--- config.mk ---
export PLATFORM = sky130hd
export DESIGN_NAME = ex_mem_reg_flat
export DESIGN_NICKNAME = d
export VERILOG_FILES = /design/src/rtl/ex_mem_reg_pkg.sv /design/src/rtl/ex_mem_reg_if.sv /design/src/rtl/ex_mem_reg_sat_counter.sv /design/src/rtl/ex_mem_reg.sv /design/src/flat_wrapper.sv
export SDC_FILE = /design/constraint.sdc
export NUM_CORES = 1
export LEC_CHECK = 0
export BUFFER_PORTS_ARGS = -buffer_cell sky130_fd_sc_hd__buf_2
export CORE_MARGIN = 2
export CORE_UTILIZATION = 25
export DETAILED_ROUTE_END_ITERATION = 10
export PLACE_DENSITY = 0.58
export SLEW_MARGIN = 15
export SYNTH_ARGS = -nofsm -noshare
export SYNTH_HDL_FRONTEND = slang
export SYNTH_SLANG_ARGS = --single-unit
--- constraint.sdc ---
create_clock -name clk -period 3.5 [get_ports clk]
set_input_delay 0.525 -clock clk [delete_from_list [all_inputs] [get_ports clk]]
set_output_delay 0.525 -clock clk [all_outputs]
set_load 0.005 [all_outputs]
--- src/rtl/ex_mem_reg_pkg.sv ---
`default_nettype none
// ============================================================================
// Module   : ex_mem_reg_pkg
// Purpose  : Shared constants and control encoding for the EX/MEM stage.
// Revision : 1.0 - initial release
// ============================================================================
package ex_mem_reg_pkg;

  localparam logic [4:0] REG_RA   = 5'd31;
  localparam logic [4:0] REG_ZERO = 5'd0;

  // Counters narrower than 32 bits take their saturation value from the low bits.
  localparam logic [31:0] CNT_SAT_ALL = 32'hFFFF_FFFF;

  typedef struct packed {
    logic valid;
    logic regWrite;
    logic memToReg;
    logic memWrite;
  } ctrl_t;

  localparam ctrl_t CTRL_BUBBLE = '{valid: 1'b0, regWrite: 1'b0, memToReg: 1'b0, memWrite: 1'b0};

endpackage
`default_nettype wire

--- src/rtl/ex_mem_reg_if.sv ---
`default_nettype none
// ============================================================================
// Module   : ex_mem_if
// Purpose  : Execute-to-memory stage bus, including stage stall/flush control.
// Revision : 1.0 - initial release
// ============================================================================
interface ex_mem_if #(
  parameter int WIDTH = 32
);
  logic             stall;
  logic             flush;
  logic             evalid;
  logic             eregWrite;
  logic             ememToReg;
  logic             ememWrite;
  logic             ejal;
  logic [WIDTH-1:0] ealuOut;
  logic [WIDTH-1:0] ewriteData;
  logic [WIDTH-1:0] epc8;
  logic [4:0]       edestReg;

  logic             mvalid;
  logic             mregWrite;
  logic             mmemToReg;
  logic             mmemWrite;
  logic [WIDTH-1:0] maluOut;
  logic [WIDTH-1:0] mwriteData;
  logic [4:0]       mdestReg;
  logic             mfwdValid;

  modport master (
    output stall, flush, evalid, eregWrite, ememToReg, ememWrite, ejal,
           ealuOut, ewriteData, epc8, edestReg,
    input  mvalid, mregWrite, mmemToReg, mmemWrite, maluOut, mwriteData,
           mdestReg, mfwdValid
  );

  modport slave (
    input  stall, flush, evalid, eregWrite, ememToReg, ememWrite, ejal,
           ealuOut, ewriteData, epc8, edestReg,
    output mvalid, mregWrite, mmemToReg, mmemWrite, maluOut, mwriteData,
           mdestReg, mfwdValid
  );
endinterface
`default_nettype wire

--- src/rtl/ex_mem_reg_sat_counter.sv ---
`default_nettype none
// ============================================================================
// Module   : sat_counter
// Purpose  : Up-counter that sticks at all-ones; cleared only by reset.
// Revision : 1.0 - initial release
// ============================================================================
module sat_counter
  import ex_mem_reg_pkg::*;
#(
  parameter int CNT_W = 16
) (
  input  wire logic             clk,
  input  wire logic             rst,
  input  wire logic             inc,
  output logic      [CNT_W-1:0] count
);

  localparam logic [CNT_W-1:0] c_SAT = CNT_SAT_ALL[CNT_W-1:0];

  logic [CNT_W-1:0] r_count;

  always_ff @(posedge clk or posedge rst) begin
    if (rst) begin
      r_count <= '0;
    end else if (inc && (r_count != c_SAT)) begin
      r_count <= r_count + 1'b1;
    end
  end

  assign count = r_count;

endmodule
`default_nettype wire

--- src/rtl/ex_mem_reg.sv ---
`default_nettype none
// ============================================================================
// Module   : ex_mem_reg
// Purpose  : EX/MEM pipeline register with stall, flush, $zero write
//            suppression, jal link substitution and retire/bubble counters.
// Revision : 1.0 - initial release
// ============================================================================
module ex_mem_reg
  import ex_mem_reg_pkg::*;
#(
  parameter int WIDTH = 32,
  parameter int CNT_W = 16
) (
  input  wire logic             clk,
  input  wire logic             rst,
  ex_mem_if.slave               bus,
  output logic      [CNT_W-1:0] retireCnt,
  output logic      [CNT_W-1:0] bubbleCnt
);

  ctrl_t            r_ctrl;
  logic [WIDTH-1:0] r_aluOut;
  logic [WIDTH-1:0] r_writeData;
  logic [4:0]       r_destReg;

  logic  w_load;
  logic  w_take;
  logic  w_bubble;
  ctrl_t w_ctrl_next;

  // Flush overrides stall; an invalid instruction on a load is also a bubble.
  assign w_load   = !bus.flush && !bus.stall;
  assign w_take   = w_load && bus.evalid;
  assign w_bubble = bus.flush || (w_load && !bus.evalid);

  always_comb begin
    w_ctrl_next          = CTRL_BUBBLE;
    w_ctrl_next.valid    = 1'b1;
    w_ctrl_next.regWrite = (bus.eregWrite || bus.ejal) && (bus.edestReg != REG_ZERO);
    w_ctrl_next.memToReg = bus.ememToReg;
    w_ctrl_next.memWrite = bus.ememWrite;
  end

  always_ff @(posedge clk or posedge rst) begin
    if (rst) begin
      r_ctrl      <= CTRL_BUBBLE;
      r_aluOut    <= '0;
      r_writeData <= '0;
      r_destReg   <= REG_ZERO;
    end else if (w_bubble) begin
      r_ctrl      <= CTRL_BUBBLE;
      r_aluOut    <= '0;
      r_writeData <= '0;
      r_destReg   <= REG_ZERO;
    end else if (w_take) begin
      r_ctrl      <= w_ctrl_next;
      r_aluOut    <= bus.ejal ? bus.epc8 : bus.ealuOut;
      r_writeData <= bus.ewriteData;
      r_destReg   <= bus.edestReg;
    end
  end

  assign bus.mvalid     = r_ctrl.valid;
  assign bus.mregWrite  = r_ctrl.regWrite;
  assign bus.mmemToReg  = r_ctrl.memToReg;
  assign bus.mmemWrite  = r_ctrl.memWrite;
  assign bus.maluOut    = r_aluOut;
  assign bus.mwriteData = r_writeData;
  assign bus.mdestReg   = r_destReg;
  // Loads are excluded: their data is not available until after the memory stage.
  assign bus.mfwdValid  = r_ctrl.valid && r_ctrl.regWrite && !r_ctrl.memToReg
                          && (r_destReg != REG_ZERO);

  sat_counter #(.CNT_W(CNT_W)) u_retire_cnt (
    .clk   (clk),
    .rst   (rst),
    .inc   (w_take),
    .count (retireCnt)
  );

  sat_counter #(.CNT_W(CNT_W)) u_bubble_cnt (
    .clk   (clk),
    .rst   (rst),
    .inc   (w_bubble),
    .count (bubbleCnt)
  );

endmodule
`default_nettype wire

--- src/flat_wrapper.sv ---
// flat-port wrapper written by rule: the top's interface ports become plain ports
module ex_mem_reg_flat import ex_mem_reg_pkg::*;
#(
  parameter int WIDTH = 32,
  parameter int CNT_W = 16
)
  (clk, rst, retireCnt, bubbleCnt, bus_stall, bus_flush, bus_evalid, bus_eregWrite, bus_ememToReg, bus_ememWrite, bus_ejal, bus_ealuOut, bus_ewriteData, bus_epc8, bus_edestReg, bus_mvalid, bus_mregWrite, bus_mmemToReg, bus_mmemWrite, bus_maluOut, bus_mwriteData, bus_mdestReg, bus_mfwdValid);
  ex_mem_if #(.WIDTH(WIDTH)) bus_i ();
  input  wire logic clk;
  input  wire logic rst;
  output logic      [CNT_W-1:0] retireCnt;
  output logic      [CNT_W-1:0] bubbleCnt;
  input wire logic [$bits(bus_i.stall)-1:0] bus_stall;
  input wire logic [$bits(bus_i.flush)-1:0] bus_flush;
  input wire logic [$bits(bus_i.evalid)-1:0] bus_evalid;
  input wire logic [$bits(bus_i.eregWrite)-1:0] bus_eregWrite;
  input wire logic [$bits(bus_i.ememToReg)-1:0] bus_ememToReg;
  input wire logic [$bits(bus_i.ememWrite)-1:0] bus_ememWrite;
  input wire logic [$bits(bus_i.ejal)-1:0] bus_ejal;
  input wire logic [$bits(bus_i.ealuOut)-1:0] bus_ealuOut;
  input wire logic [$bits(bus_i.ewriteData)-1:0] bus_ewriteData;
  input wire logic [$bits(bus_i.epc8)-1:0] bus_epc8;
  input wire logic [$bits(bus_i.edestReg)-1:0] bus_edestReg;
  output wire logic [$bits(bus_i.mvalid)-1:0] bus_mvalid;
  output wire logic [$bits(bus_i.mregWrite)-1:0] bus_mregWrite;
  output wire logic [$bits(bus_i.mmemToReg)-1:0] bus_mmemToReg;
  output wire logic [$bits(bus_i.mmemWrite)-1:0] bus_mmemWrite;
  output wire logic [$bits(bus_i.maluOut)-1:0] bus_maluOut;
  output wire logic [$bits(bus_i.mwriteData)-1:0] bus_mwriteData;
  output wire logic [$bits(bus_i.mdestReg)-1:0] bus_mdestReg;
  output wire logic [$bits(bus_i.mfwdValid)-1:0] bus_mfwdValid;
  assign bus_i.stall = bus_stall;
  assign bus_i.flush = bus_flush;
  assign bus_i.evalid = bus_evalid;
  assign bus_i.eregWrite = bus_eregWrite;
  assign bus_i.ememToReg = bus_ememToReg;
  assign bus_i.ememWrite = bus_ememWrite;
  assign bus_i.ejal = bus_ejal;
  assign bus_i.ealuOut = bus_ealuOut;
  assign bus_i.ewriteData = bus_ewriteData;
  assign bus_i.epc8 = bus_epc8;
  assign bus_i.edestReg = bus_edestReg;
  assign bus_mvalid = bus_i.mvalid;
  assign bus_mregWrite = bus_i.mregWrite;
  assign bus_mmemToReg = bus_i.mmemToReg;
  assign bus_mmemWrite = bus_i.mmemWrite;
  assign bus_maluOut = bus_i.maluOut;
  assign bus_mwriteData = bus_i.mwriteData;
  assign bus_mdestReg = bus_i.mdestReg;
  assign bus_mfwdValid = bus_i.mfwdValid;
  ex_mem_reg #(.WIDTH(WIDTH), .CNT_W(CNT_W)) u_core (.clk(clk), .rst(rst), .bus(bus_i), .retireCnt(retireCnt), .bubbleCnt(bubbleCnt));
endmodule
Word level (Yosys, flattened, before mapping). Index checks and enable logic that the tools add are counted. W data, S select, Z words.

Register bits: 105. Latch bits: 0. Bits in writable memories: 0. ROM bits: 0. Input bits: 110. Output and inout bits: 106. Word-level logic and storage cells: 40. Memories kept: 0.

$add $sub $neg: 2. Multiply operators: 0. Divide/modulo/power cells: 0. $lt $le $gt $ge: 0. Equality and inequality tests: 2. Shift-type cells: 0. Muxes and demuxes: 9. Bitwise gates (word level): 0. Reductions and logical operators: 18.

Operators by type and width (number): $mux W32 (5); $add A16 B1 Y16 const B (2); $ne A16 B16 Y1 const B (2); $mux W5 (2); $reduce_bool A5 Y1 (2); $logic_and A1 B1 Y1 (9); $mux W4 (2); $logic_not A1 Y1 (4); $logic_or A1 B1 Y1 (2); $reduce_bool A2 Y1 (1).

Longest topological paths before layout. Gate-level depths: netlist of the first run.

Depth after elaboration: 5. Gate-level depth with buffers: 6. Gate-level depth less buffers: 5.

Cells and area by module. From an unflattened synthesis of the first run, not the netlist that was laid out.

Cell total of the unflattened synthesis: 385. Area total of the unflattened synthesis: 4566.9 sq um.

Modules (own cells, without submodules): ex_mem_reg (times used 1, cells each 243, area an instance 2955.3 sq um, seq. area each 1826.8 sq um); sat_counter (times used 2, cells each 71, area an instance 805.8 sq um, seq. area each 400.4 sq um).

Least setup slack after synthesis of the first run. No wires, ideal clock.

Path kind: input -> register. From: in bus_stall. To: reg u_core.u_retire_cnt.r_count[1], in the netlist u_core.u_retire_cnt.count[1]. Setup time: 0.125 ns. Arrival time: 1.716 ns. Data required time: 3.375 ns. Path slack: 1.659 ns. Stages: 4. Buffers on the path: 1. Path through: or3b_2 -> buf_2 -> a21oi_1 -> mux2_2.

Cells in the longest elaborated chain, start to end: 4.

RTL lines: from (decl) (RTL line flat_wrapper.sv:13) `input wire logic [$bits(bus_i.stall)-1:0] bus_stall;`; $logic_not A1 Y1 (RTL line ex_mem_reg.sv:32) `assign w_load = !bus.flush && !bus.stall;`; $logic_and A1 B1 Y1 (RTL line ex_mem_reg.sv:32); $logic_and A1 B1 Y1 (RTL line ex_mem_reg.sv:33) `assign w_take = w_load && bus.evalid;`; $logic_and A1 B1 Y1 (RTL line ex_mem_reg_sat_counter.sv:25) `end else if (inc && (r_count != c_SAT)) begin`; to (signal assigned) (RTL line ex_mem_reg_sat_counter.sv:26) `r_count <= r_count + 1'b1;`; to (decl) (RTL line ex_mem_reg_sat_counter.sv:20) `logic [CNT_W-1:0] r_count;`.

No other way between the ends. A chain may end at the register's enable or synchronous reset.

Worst setup path after layout of the first run.
From: reg u_core.r_destReg[0], in the netlist u_core.bus.mdestReg[0]. To: out bus_mfwdValid.

Cells in the longest elaborated chain, start to end: 2.

RTL lines: from (decl) (RTL line ex_mem_reg.sv:24) `logic [4:0] r_destReg;`; from (signal assigned) (RTL line ex_mem_reg.sv:59) `r_destReg <= bus.edestReg;`; $reduce_bool A5 Y1 (RTL line ex_mem_reg.sv:72) `&& (r_destReg != REG_ZERO);`; $logic_and A1 B1 Y1 (RTL line ex_mem_reg.sv:72); to (decl) (RTL line flat_wrapper.sv:31) `output wire logic [$bits(bus_i.mfwdValid)-1:0] bus_mfwdValid;`.

No other way between the ends.

==> results of run 1 <==
cell families after synthesis:
logic type / Yosys count / synth area share [%]
AO/OA/AOI/OAI: 96 / 14.8
XOR/XNOR: 19 / 3.65
adder cells (fa/ha/maj): 2 / 0.550
buffers and inverters: 28 / 2.50
flip-flops: 105 / 57.7
multiplexers: 37 / 8.33
AND/OR/NAND/NOR: 108 / 12.4
flip-flops by register name, indices dropped and copies added, names as in the netlist:
name / flops
u_core.u_bubble_cnt.count: 16
u_core.u_retire_cnt.count: 16
u_core.bus.mregWrite: 1
u_core.bus.mmemToReg: 1
u_core.bus.mwriteData: 32
u_core.bus.maluOut: 32
u_core.bus.mmemWrite: 1
u_core.bus.mvalid: 1
u_core.bus.mdestReg: 5
worst max path at each step:
stage	slack (ns)	depth (start not counted)	end	from
finish	1.35	4	bus_mfwdValid	u_core.bus.mdestReg[0]
global route	1.26	4	bus_mfwdValid	u_core.bus.mdestReg[0]
CTS	1.30	4	bus_mfwdValid	u_core.bus.mdestReg[0]
detailed placement	1.13	4	u_core.u_retire_cnt.count[1]	bus_stall
global placement	1.20	4	u_core.u_retire_cnt.count[1]	bus_stall
floorplan	0.21	1	u_core.bus.maluOut[0]	rst
cell usage in the layout (no fill, tap or decap), types with 9 or more instances in the layout:
| cell | n |
|---|---|
| nor3_1 | 12 |
| buf_2 | 215 |
| xnor2_1 | 10 |
| nand2_1 | 44 |
| nand4_1 | 10 |
| clkbuf_16 | 9 |
| xor2_1 | 9 |
| o21ai_0 | 33 |
| mux2i_1 | 33 |
| dfrtp_1 | 105 |
| nand3_1 | 9 |
| a22o_1 | 39 |
per-stage QoR:
stage | setup WS, ns | util [%] | hold WS (ns) | power (µW) | instance area (µm²)
floorplan | 0.214 | - | 0.473 | 1730 | 4550
global placement | 1.20 | 32.9 | 0.455 | 1990 | 5880
CTS | 1.30 | 34.7 | 0.282 | 3120 | 6210
detailed placement | 1.13 | 32.9 | 0.465 | 1990 | 5880
finish | 1.35 | 34.7 | 0.258 | 3070 | 6210
global route | 1.26 | 34.7 | 0.306 | 3230 | 6210
area by class of cell:
cell class	instances	area, µm²	share of cell area [%]
sequential	105	2630	42.3
multi-input combinational	262	1830	29.4
timing repair buffer	218	1120	18.1
tap	229	287	4.61
clock buffer	9	225	3.63
clock inverter	7	103	1.65
inverter	5	21.3	0.342
power by group through the flow:
stage	sequential [µW]	combinational [µW]	clock [µW]
final	1450	511	1110
after global routing	1470	570	1190
after CTS	1450	521	1150
after detailed placement	1470	522	0
after global placement	1470	516	0
after floorplan	1450	272	0
routing by layer:
layer  global-route usage (%)  routed length [µm]  vias to the layer above
met5                        0                   0                        -
met3                     3.42                 873                       21
li1                         -                   -                     1853
met4                     5.10                 233                        0
met2                     18.8                5380                      163
met1                     17.4                5720                     1778
critical path: stages (launching register included):
cell     delay (ns)
dfrtp_1        0.40
or4_1          0.54
nor2_1         0.14
nor3_1         0.07
buf_2          0.13
==> impl_metrics.ini, run 1 <==
[sta]
tightest_slew_ns = 0.920
hold_viol_final = 0
clock_skew_ns = 0.00634
slew_viol_final = 0
finalSetupViolations = 0
fin_setup_tns_ns = 0
finalCritPeriodShare_pct = 61.5
max_freq_mhz = 465
rsz0062_at_grt = no
final.min_clock_period_ns = 2.15
relSlewSlack_pct = 38.7

[synth]
synth_seq_cells = 105
synth.avg_cell_area_um2 = 11.5
async_reset_ff_share_pct = 100
synth.top_cell.area_share_pct = 57.7
synthTopCellsByArea = dfrtp_1 (58%), a22o_1 (7.5%), mux2i_1 (7.3%)
synth_nets = 507
synth_area_um2 = 4550
synthFlopType = dfrtp_1
synth_top_area_cell = dfrtp_1
synth_top_cells_by_count = dfrtp_1 (105), nand2_1 (44), a22o_1 (39), mux2i_1 (33), o21ai_0 (33)
seq_area_frac_synth_pct = 57.7
synth_cells = 395
synth_edf_count = 0
synth_cell_types = 46
yosysMostFrequentCell = dfrtp_1
synth_warnings = 0

[pwr]
vdd_drop_max_v = 0.000206
internal_power_uw = 2210
seqPwrFrac_pct = 47.3
powerDensity_nw_per_um2 = 494
swShare_pct = 28.1
p_comb_share_pct = 16.7
cellLeakagePower_uw = 0.00329
p_switching_uw = 862
clkPwrFrac_pct = 36.1

[final_layout]
antenna_cells = 0
finalNetCount = 713
nFillCells = 1836
stdcell_count = 835
drive_gt1_share_pct = 40.9
syn2layout_area_growth_pct = 36.4

[status]
status = finished, final reports clean

[placement]
numPortBuffers = 215
dpl.cell_count = 819
place_congestion = 0.792
dpl.hpwl_um = 8630

[routing]
drt-total-wl_um = 12200
drcViolationCount = 0
num_vias = 3815
drt-pass1-iter-count = 4
wl_per_cell_um = 14.6
drt_iter0_drc = 168
vias_per_cell = 4.57
drtAntennaViolNets = 0

[grt]
gr-usage-all-layers_pct = 12.6
grt_max_degree = 57
grt_pass1_wl_um = 19400
antenna_found_initial = 0
grt_pass1_vias = 3646
grt_remaining_overflow = 0

[cts]
clockBufferDepth = 2
insertion_delay_ns = 0.35
cts.sinks = 105
h-tree-depth = 3
postCtsSetupBuffers = 0
numCtsBuffers = 9
postCtsHoldBufs = 0
cts_tree = built
cts_resized = 0
clk_pin_slew_ns = 0.08
clock-root-buffer = clkbuf_16

[setup_path]
arrival_ns = 1.63
reg2reg_slack_ns = 1.57
reg2reg_depth = 4
end_kind = output pin
critical_path_required_ns = 2.97
rr_startpoint = u_core.u_bubble_cnt.count[6]
path_class = reg -> out
critPathLaunchType = register
worst_r2r_endpoint = u_core.u_bubble_cnt.count[1]
cp_max_fo = 3

[flow_run]
maxCapViolations = 0

[die]
die_y_um = 139
fp.coreArea_um2 = 17900
die_w_um = 139
std_cell_rows = 49
dieArea_um2 = 19300
start_util_pct = 25.4
io_pins = 216

[worst_hold_path]
hold_class = in -> async
No activity file was read; power rests on OpenSTA's default activity.
==> run 2: changes to the inputs <==
--- a/config.mk
+++ b/config.mk
@@ -5,11 +5,12 @@
 export SDC_FILE = /design/constraint.sdc
 export NUM_CORES = 1
 export LEC_CHECK = 0
+export ABC_AREA = 1
 export BUFFER_PORTS_ARGS = -buffer_cell sky130_fd_sc_hd__buf_2
 export CORE_MARGIN = 2
 export CORE_UTILIZATION = 25
 export DETAILED_ROUTE_END_ITERATION = 10
-export PLACE_DENSITY = 0.58
+export PLACE_DENSITY = 0.57
 export SLEW_MARGIN = 15
 export SYNTH_ARGS = -nofsm -noshare
 export SYNTH_HDL_FRONTEND = slang
==> constraint.sdc (replaced) <==
create_clock -name clk -period 1.8 [get_ports clk]
set_input_delay 0.27 -clock clk [delete_from_list [all_inputs] [get_ports clk]]
set_output_delay 0.27 -clock clk [all_outputs]
set_load 0.005 [all_outputs]
==> impl_metrics.ini, run 2 <==
[status]
status = finished, final reports clean

[sta]
finalSetupViolations = 0
max_freq_mhz = 621
timing.hold.ws_ns = 0.0179
final.min_clock_period_ns = 1.61
hold_viol_final = 0
tightest_slew_ns = 0.612
clock_skew_ns = 0.0109
slew_viol_final = 0
finalCritPeriodShare_pct = 89.5
relSlewSlack_pct = 59.2
fin_setup_tns_ns = 0
fin_ws_ns = 0.189
rsz0062_at_grt = no

[synth]
synth_compound_area_share_pct = 16.2
async_reset_ff_share_pct = 100
synthFlopType = dfrtp_1
synth_top_family_by_area = simple AND/OR/NAND/NOR gates
synth_cells = 593
yosysMostFrequentCell = nand2_1
synth_top_area_cell = dfrtp_1
synth_xor_area_share_pct = 1.33
synth_top_cells_by_count = nand2_1 (130), dfrtp_1 (105), nor2_1 (96), nand3_1 (58), inv_1 (38)
synth_cell_types = 29
yosys.area_share.adder_pct = 0.474
synth.avg_cell_area_um2 = 8.90
synthSimpleGateAreaFrac_pct = 25.6
synth_nets = 705
synth_warnings = 0
seq_area_frac_synth_pct = 49.8
synth_edf_count = 0
synthTopCellsByArea = dfrtp_1 (50%), nand2_1 (9.2%), nor2_1 (6.8%)
synthMuxAreaShare_pct = 0
synth.top_cell.area_share_pct = 49.8
synth_area_um2 = 5280
synth_seq_cells = 105

[flow_run]
maxCapViolations = 0

[placement]
numPortBuffers = 215
dpl.cell_count = 1069
place_congestion = 0.766
dpl.hpwl_um = 11000
dp_slack_ns = 0.269

[pwr]
vdd_drop_max_v = 0.000402
cellLeakagePower_uw = 0.00358
powerDensity_nw_per_um2 = 832

[cts]
clock-root-buffer = clkbuf_16
insertion_delay_ns = 0.35
h-tree-depth = 3
cts_resized = 0
cts.sinks = 105
postCtsHoldBufs = 0
numCtsBuffers = 9
postCtsSetupBuffers = 0
clk_pin_slew_ns = 0.08
clockBufferDepth = 2
cts_tree = built

[routing]
drt_iter0_drc = 174
num_vias = 4877
drcViolationCount = 0
drt-pass1-iter-count = 4
wl_per_cell_um = 13.9
vias_per_cell = 4.49
drtAntennaViolNets = 0
drt-total-wl_um = 15100

[die]
dieArea_um2 = 22300
die_y_um = 149
start_util_pct = 25.3
io_pins = 216
std_cell_rows = 53
die_w_um = 149
fp.coreArea_um2 = 20900

[worst_hold_path]
hold_class = in -> async

[setup_path]
arrival_ns = 1.34
cp_max_fo = 3
cpPeakStageDelay_ns = 0.40
critPathLaunchType = register
critical_path_required_ns = 1.53
cp_slowest_cell = dfrtp_1
reg2reg_depth = 9
path_class = reg -> out
crit_chain = nor3_1 > nand3_1 > nand4_1 > inv_1 > buf_2
end_kind = output pin

[final_layout]
final_common_cell = buf_2
final_cell_mix = buf_2 (215), nand2_1 (130), dfrtp_1 (105), nor2_1 (96), nand3_1 (58)
antenna_cells = 0
stdcell_count = 1085
syn2layout_area_growth_pct = 32.3
finalNetCount = 917
drive_gt1_share_pct = 37.2

[grt]
grt_pass1_wl_um = 24200
antenna_found_initial = 0
grt_max_degree = 56
grt_pass1_vias = 4688
grt_remaining_overflow = 0
gr-usage-all-layers_pct = 13.7
run 2: final timing paths:
path	from	end	slack [ns]
worst min-delay path	rst	u_core.bus.mwriteData[24]	0.02
worst min register to register	u_core.bus.maluOut[1]	u_core.bus.maluOut[1]	0.51
max in group asynchronous	rst	u_core.u_retire_cnt.count[4]	1.49
worst max-delay path	u_core.bus.mdestReg[3]	bus_mfwdValid	0.19
worst max register to register	u_core.u_retire_cnt.count[0]	u_core.u_retire_cnt.count[4]	0.26
min in group clk	bus_ememToReg	u_core.bus.mmemToReg	0.13
run 2: stage by stage:
stage | total power (µW) | util [%] | cell area, µm²
floorplan | 3420 | - | 5280
global placement | 3980 | 32.1 | 6710
detailed placement | 3990 | 32.1 | 6710
CTS | 5940 | 33.4 | 6980
global route | 6190 | 33.4 | 6980
finish | 5810 | 33.4 | 6980
run 2: per-layer routing:
layer / global-route usage [%] / routed length [µm]
met1: 17.9 / 6890
met2: 22.7 / 7140
met3: 2.39 / 855
met4: 4.86 / 238
met5: 0 / 0
run 2: area by class of cell:
class / count / area (µm²)
well taps: 275 / 344
clock inverters: 7 / 53.8
flip-flops and latches: 105 / 2630
multi-input cells: 414 / 2300
inverters: 42 / 161
clock buffers: 9 / 225
repair buffers: 233 / 1270
fillers: 2218 / 13900
run 2: critical path: cells and delay by family, from the launching register on:
family                 cells  cell delay [ns]
and+or+nand+nor            3             0.43
DFF                        1             0.40
buffers and inverters      2             0.16
run 2: cell families (layout without fill, tap and decap cells):
| group | count (synthesis) | after routing |
|---|---|---|
| and+or+nand+nor | 314 | 314 |
| DFF | 105 | 105 |
| AOI/OAI and AO/OA | 90 | 90 |
| buffers and inverters | 74 | 291 |
| xor gates and xnor gates | 8 | 8 |
| adders and majority gates | 2 | 2 |
run 2: where the power goes:
| part | internal [µW] | switching, µW |
|---|---|---|
| clock network | 950 | 944 |
| logic | 498 | 601 |
| registers | 2560 | 262 |
| total | 4010 | 1810 |
